<file path="src/rtl/vga_timing_gen_if.sv">
// ---------------------------------------------------------------------------
// vga_timing_gen_if
//
// Pixel-timing bundle between the VGA raster generator and its consumers
// (icon renderer, world-map renderer, display port).
//
// Signals
//   pixEn       one-clk strobe marking each pixel tick
//   pixCol      current horizontal count, 0..H_TOTAL-1
//   pixRow      current vertical count, 0..V_TOTAL-1
//   video_on    high while the current pixel is in the visible area
//   horiz_sync  active-low horizontal sync
//   vert_sync   active-low vertical sync
//   frameStart  one-clk strobe when the raster wraps to (0,0)
//
// Modports
//   master  the timing generator, which drives every signal
//   slave   a consumer, which only observes
//
// Handshake: this bundle has a producer strobe and no ready. pixEn acts as
// "valid" for a new pixel coordinate. A consumer cannot stall the raster, so
// it must accept every pixel. Between strobes, all other signals hold their
// values, so a consumer may sample them on any clk of the pixel.
// ---------------------------------------------------------------------------
interface vga_timing_gen_if;
    logic       pixEn;
    logic [9:0] pixCol;
    logic [9:0] pixRow;
    logic       video_on;
    logic       horiz_sync;
    logic       vert_sync;
    logic       frameStart;

    modport master (
        output pixEn,
        output pixCol,
        output pixRow,
        output video_on,
        output horiz_sync,
        output vert_sync,
        output frameStart
    );

    modport slave (
        input pixEn,
        input pixCol,
        input pixRow,
        input video_on,
        input horiz_sync,
        input vert_sync,
        input frameStart
    );
endinterface

</file>
<file path="src/rtl/vga_timing_gen.sv">
// ---------------------------------------------------------------------------
// vga_timing_gen
//
// Generates VGA raster timing from the system clock. With the default
// parameters this is 640x480 at 60 Hz, using a 25 MHz pixel rate derived
// from 100 MHz.
//
// Ports
//   clk    system clock
//   reset  asynchronous, active-low reset
//   pix    vga_timing_gen_if.master. This carries pixEn, pixCol, pixRow,
//          video_on, horiz_sync, vert_sync and frameStart.
//
// Every output comes straight from a flop. There is no combinational path
// from any input to any output.
//
// CLK_DIV legal range: 1..16.
// The H and V totals must both fit in 10 bits.
// ---------------------------------------------------------------------------
module vga_timing_gen #(
    parameter int CLK_DIV  = 4,
    parameter int H_ACTIVE = 640,
    parameter int H_FP     = 16,
    parameter int H_SYNC   = 96,
    parameter int H_BP     = 48,
    parameter int V_ACTIVE = 480,
    parameter int V_FP     = 10,
    parameter int V_SYNC   = 2,
    parameter int V_BP     = 33
) (
    input  logic              clk,
    input  logic              reset,
    vga_timing_gen_if.master  pix
);

    localparam int H_TOTAL = H_ACTIVE + H_FP + H_SYNC + H_BP;
    localparam int V_TOTAL = V_ACTIVE + V_FP + V_SYNC + V_BP;

    // Width of the divider counter. It is kept at least 1 bit wide so that
    // CLK_DIV=1 still has a legal vector.
    localparam int DIV_W = (CLK_DIV > 1) ? $clog2(CLK_DIV) : 1;

    localparam logic [DIV_W-1:0] DIV_LAST = DIV_W'(CLK_DIV - 1);

    localparam logic [9:0] H_LAST       = 10'(H_TOTAL - 1);
    localparam logic [9:0] V_LAST       = 10'(V_TOTAL - 1);
    localparam logic [9:0] H_VIS        = 10'(H_ACTIVE);
    localparam logic [9:0] V_VIS        = 10'(V_ACTIVE);
    localparam logic [9:0] H_SYNC_START = 10'(H_ACTIVE + H_FP);
    localparam logic [9:0] H_SYNC_END   = 10'(H_ACTIVE + H_FP + H_SYNC);
    localparam logic [9:0] V_SYNC_START = 10'(V_ACTIVE + V_FP);
    localparam logic [9:0] V_SYNC_END   = 10'(V_ACTIVE + V_FP + V_SYNC);

    logic [DIV_W-1:0] divCnt;
    logic             tick;

    logic [9:0] hcnt;
    logic [9:0] vcnt;
    logic [9:0] hNext;
    logic [9:0] vNext;
    logic       rasterWrap;

    logic pixEnQ;
    logic videoOnQ;
    logic hSyncQ;
    logic vSyncQ;
    logic frameStartQ;

    // The pixel tick is the last clk of each divider period. The counters and
    // the pixEn strobe both update on that edge, so pixEn is high during the
    // first clk in which the new coordinate is visible.
    assign tick = (divCnt == DIV_LAST);

    // Raster position that the next tick will move to.
    always_comb begin
        hNext = hcnt + 10'd1;
        vNext = vcnt;
        if (hcnt == H_LAST) begin
            hNext = 10'd0;
            if (vcnt == V_LAST) begin
                vNext = 10'd0;
            end else begin
                vNext = vcnt + 10'd1;
            end
        end
    end

    assign rasterWrap = (hcnt == H_LAST) && (vcnt == V_LAST);

    always_ff @(posedge clk or negedge reset) begin
        if (!reset) begin
            divCnt <= '0;
        end else if (tick) begin
            divCnt <= '0;
        end else begin
            divCnt <= divCnt + DIV_W'(1);
        end
    end

    // The counters and status flags change only on a tick. The status flags
    // are computed from the next position, so they stay cycle-aligned with
    // pixCol and pixRow. During reset, pixel (0,0) is held with video_on=0,
    // which blanks the first pixel of the first frame once.
    always_ff @(posedge clk or negedge reset) begin
        if (!reset) begin
            hcnt     <= '0;
            vcnt     <= '0;
            videoOnQ <= 1'b0;
            hSyncQ   <= 1'b1;
            vSyncQ   <= 1'b1;
        end else if (tick) begin
            hcnt     <= hNext;
            vcnt     <= vNext;
            videoOnQ <= (hNext < H_VIS) && (vNext < V_VIS);
            hSyncQ   <= !((hNext >= H_SYNC_START) && (hNext < H_SYNC_END));
            vSyncQ   <= !((vNext >= V_SYNC_START) && (vNext < V_SYNC_END));
        end
    end

    // Both strobes last exactly one clk. frameStart can only follow a wrap
    // from the last pixel, so it never fires when reset is released.
    always_ff @(posedge clk or negedge reset) begin
        if (!reset) begin
            pixEnQ      <= 1'b0;
            frameStartQ <= 1'b0;
        end else begin
            pixEnQ      <= tick;
            frameStartQ <= tick && rasterWrap;
        end
    end

    assign pix.pixEn      = pixEnQ;
    assign pix.pixCol     = hcnt;
    assign pix.pixRow     = vcnt;
    assign pix.video_on   = videoOnQ;
    assign pix.horiz_sync = hSyncQ;
    assign pix.vert_sync  = vSyncQ;
    assign pix.frameStart = frameStartQ;

endmodule

</file>
<file path="src/flat_wrapper.sv">
// flat-port wrapper written by rule: the top's interface ports become plain ports
module vga_timing_gen_flat 
#(
    parameter int CLK_DIV  = 4,
    parameter int H_ACTIVE = 640,
    parameter int H_FP     = 16,
    parameter int H_SYNC   = 96,
    parameter int H_BP     = 48,
    parameter int V_ACTIVE = 480,
    parameter int V_FP     = 10,
    parameter int V_SYNC   = 2,
    parameter int V_BP     = 33
)
  (clk, reset, pix_pixEn, pix_pixCol, pix_pixRow, pix_video_on, pix_horiz_sync, pix_vert_sync, pix_frameStart);
  vga_timing_gen_if pix_i ();
  input  logic clk;
  input  logic reset;
  output wire logic [$bits(pix_i.pixEn)-1:0] pix_pixEn;
  output wire logic [$bits(pix_i.pixCol)-1:0] pix_pixCol;
  output wire logic [$bits(pix_i.pixRow)-1:0] pix_pixRow;
  output wire logic [$bits(pix_i.video_on)-1:0] pix_video_on;
  output wire logic [$bits(pix_i.horiz_sync)-1:0] pix_horiz_sync;
  output wire logic [$bits(pix_i.vert_sync)-1:0] pix_vert_sync;
  output wire logic [$bits(pix_i.frameStart)-1:0] pix_frameStart;
  assign pix_pixEn = pix_i.pixEn;
  assign pix_pixCol = pix_i.pixCol;
  assign pix_pixRow = pix_i.pixRow;
  assign pix_video_on = pix_i.video_on;
  assign pix_horiz_sync = pix_i.horiz_sync;
  assign pix_vert_sync = pix_i.vert_sync;
  assign pix_frameStart = pix_i.frameStart;
  vga_timing_gen #(.CLK_DIV(CLK_DIV), .H_ACTIVE(H_ACTIVE), .H_FP(H_FP), .H_SYNC(H_SYNC), .H_BP(H_BP), .V_ACTIVE(V_ACTIVE), .V_FP(V_FP), .V_SYNC(V_SYNC), .V_BP(V_BP)) u_core (.clk(clk), .reset(reset), .pix(pix_i));
endmodule
</file>
<file path="config.mk">
export PLATFORM = sky130hd
export DESIGN_NAME = vga_timing_gen_flat
export DESIGN_NICKNAME = d
export VERILOG_FILES = /design/src/rtl/vga_timing_gen_if.sv /design/src/rtl/vga_timing_gen.sv /design/src/flat_wrapper.sv
export SDC_FILE = /design/constraint.sdc
export NUM_CORES = 1
export LEC_CHECK = 0
export ABC_AREA = 1
export ABC_CLOCK_PERIOD_IN_PS = 4100
export CAP_MARGIN = 20
export CORE_UTILIZATION = 30
export CTS_CLUSTER_DIAMETER = 200
export DETAILED_ROUTE_END_ITERATION = 16
export PLACE_DENSITY = 0.5
export SYNTH_ARGS = -nofsm -noshare
export SYNTH_HDL_FRONTEND = slang
export SYNTH_SLANG_ARGS = --single-unit
</file>
<file path="constraint.sdc">
create_clock -name clk -period 4.1 [get_ports clk]
set_clock_uncertainty 0.2 [all_clocks]
set_input_delay 0.82 -clock clk [delete_from_list [all_inputs] [get_ports clk]]
set_output_delay 0.82 -clock clk [all_outputs]
set_load 0.05 [all_outputs]
</file>
==> summary.md <==
| Metric | Value |
|---|---|
| Status | `complete, no violations` |
| # fillers | `549` |
| HPWL Detailed | `2950 µm` |
| Ports | `27` |
| Post-synthesis instance area | `1680 µm²` |
| Antenna violations before repair | `0` |
| CP Launch Type | `flop` |
| Ant. Diodes | `0` |
| Worst path slowest cell | `clkdlybuf4s50_1` |
| Routed vias/inst | `4.50` |
| Net count, final | `281` |
| WL per Instance | `11.9 µm` |
| CP max stage delay | `0.86 ns` |
| Synth area leaders | `dfrtp_1 (37%), nand2_1 (19%), nor2_1 (7.6%), inv_1 (6.9%), nand3_1 (5.7%)` |
| FP Rows | `26` |
| RR Startpoint | `u_core.divCnt[0]` |
| Clock sinks | `27` |
| Crit path DAT | `1.66 ns` |
| Final slew viol count | `0` |
| CP required | `3.08 ns` |
| Cts bufs inserted | `3` |
| Setup crit end kind | `output pin` |
| MaxCap Viol Count | `0` |
| Via Count | `1549` |
| Vias in the first global route | `1451` |
| Clk_lat worst skew | `0.28 ns` |
| CP top delay family | `buffers and inverters` |
| Min-Delay Path Class | `flop to flop` |
| Clock root buffer | `clkbuf_8` |
| Ys flop type | `dfrtp_1` |
| Core area | `5240 µm²` |
| Slew HR | `0.440` |
| Hold Crit Endpoint | `u_core.divCnt[0]` |
| Cells after synthesis | `248` |
| Die area | `5890 µm²` |
| HP Start | `u_core.divCnt[0]` |
| RD Place Congestion | `0.775` |
| Syn avg cell area | `6.76 µm²` |
| Top cells by count, synth | `nand2_1 (85), nor2_1 (34), inv_1 (31), dfrtp_1 (25), nand3_1 (19)` |
| Worst reg2reg path depth | `5` |
| Syn Nets | `254` |
| Final hold violations | `0` |
| Final min period | `2.68 ns` |
| Initial Utilization | `0.320` |
| Share of post-route cells with drive strength above 1 | `0.0547` |
| Worst-path maximum fanout | `8` |
| Power Dens Cells | `209 nW/µm²` |
| Post-synth top area share | `0.373` |
| Synth Area in XOR/XNOR | `0.0157` |
| Setup TNS Final | `0 ns` |
| Overall Global Routing Usage | `0.155` |
| Post-Synth Adder-Cell Area | `0.0299` |
| Hold Path Cell Cnt | `1` |
| First-pass GRT wire length | `7250 µm` |
| EDFF count, synth | `0` |
| Setup CP Type | `flop to output pin` |
| Leading area contributor after synthesis | `dfrtp_1` |
| Peak VDD IR | `0.000172 V` |
| Synth-to-layout area growth | `22.7%` |
| CTS tree | `yes` |
| Post-Synth Simple-Gate Area | `0.393` |
| Die Y | `76.8 µm` |
| Buffer and inverter count on the worst path | `1` |
| Post-route non-filler standard cell count | `344` |
| Reg2reg end | `u_core.pix.pixCol[3]` |
| Post-synth ARST share | `1.00` |
| Reg-to-reg slack, setup | `1.87 ns` |
| Global route total overflow | `0` |
| Final setup violation count | `0` |
| Unrepaired setup endpoints after global routing | `no` |
| Period utilisation layout | `0.653` |
| Hold Buf Count CTS | `0` |
| Final WL | `4090 µm` |
| Fmax | `374 MHz` |
| # Post-CTS Setup Buffers | `0` |
| Post-synthesis mux area share | `0` |
| Number of iterations in the first detailed-routing pass | `4` |
| Yosys cell types | `21` |
| CP cell instances | `clkdlybuf4s50_1` |
| Complex-gate fraction of the synthesized area | `0.0716` |
| Post-synthesis sequential area ratio | `0.404` |
| Slew at the pin closest to its max-slew limit | `0.839 ns` |
| Synthesis-stage register bit count | `27` |
| Clock Path Buffers | `2` |
| Post-cts repair resize count | `0` |
| Clk slew on worst S/H paths | `0.09 ns` |
| Chip Width | `76.8 µm` |
| Syn. warnings | `0` |
| Top-count cell post-synth | `nand2_1` |
| Pin count of the biggest net entering global routing | `32` |
| Placed cells | `340` |
| DR iter-0 viols | `95` |
| Main combinational cell family by area after synthesis | `simple AND/OR/NAND/NOR gates` |
| CTS H-tree lvls | `1` |
| Leakage power | `0.000917 µW` |
| PortBufs | `26` |
| ANT nets after route | `0` |
| DRC violations left | `0` |
[worst max-delay path by stage]
stage / from / to / slack [ns] / depth (start not counted)
2_1_floorplan: u_core.pix.pixCol[1] / u_core.pix.vert_sync / 2.04 / 10
3_3_place_gp: u_core.pix.vert_sync / pix_vert_sync / 1.78 / 1
3_5_place_dp: u_core.pix.pixRow[4] / pix_pixRow[4] / 1.73 / 1
4_1_cts: u_core.pix.pixRow[4] / pix_pixRow[4] / 1.41 / 1
5_1_grt: u_core.pix.pixRow[4] / pix_pixRow[4] / 1.36 / 1
6_report: u_core.pix.pixRow[4] / pix_pixRow[4] / 1.42 / 1
[kinds of logic after synthesis]
kind of cell | after synthesis
xor gates and xnor gates | 3
adders and majority gates | 4
DFF | 27
AOI/OAI and AO/OA | 23
buffers and inverters | 38
and+or+nand+nor | 153
[through the flow]
step	total power, µW	instance area, µm²	hold WS (ns)	util	setup WS (ns)
finish	429	2060	0.226	0.393	1.42
CTS	439	2060	0.230	0.393	1.41
global placement	279	2010	0.218	0.384	1.78
floorplan	271	1680	0.203	-	2.04
global route	446	2060	0.269	0.393	1.36
detailed placement	279	2010	0.217	0.384	1.73
[placed cells by master (no fill, tap or decap), types with 3 or more instances in the layout]
master	count
dfrtp_1	25
a21oi_1	3
clkbuf_8	3
nand3_1	19
xor2_1	3
nand4_1	6
o21ai_0	18
nor2_4	3
ha_1	4
nand2_1	85
inv_1	31
nor2_1	34
clkdlybuf4s50_1	26
[state kept, by name (all words and copies together) (netlist names)]
signal,flops
u_core.pix.pixCol,10
u_core.pix.pixRow,10
u_core.divCnt,2
u_core.pix.frameStart,1
u_core.pix.horiz_sync,1
u_core.pix.pixEn,1
u_core.pix.vert_sync,1
u_core.pix.video_on,1
[cell type report]
class | instances | area, µm² | share of cell area
clock buffers | 4 | 45.0 | 0.0219
inverters | 33 | 124 | 0.0602
flip-flops and latches | 27 | 678 | 0.330
well taps | 70 | 87.6 | 0.0426
repair buffers | 27 | 268 | 0.130
multi-input cells | 183 | 855 | 0.415
[routing by layer]
layer | share of wire | up-vias | global-route usage
met5 | 0 | - | 0
met4 | 0.0066 | 0 | 0.0346
met3 | 0.034 | 2 | 0.0286
met2 | 0.45 | 21 | 0.245
met1 | 0.51 | 700 | 0.218
li1 | - | 826 | -
[power breakdown]
part | switching (µW) | internal [µW] | total [µW] | leakage, µW
Clock | 86.5 | 69.8 | 156 | 0.0000228
Sequential | 0 | 266 | 266 | 0.000351
Combinational | 5.39 | 1.45 | 6.84 | 0.000544
Note: power is estimated with default switching activity, not from simulation.
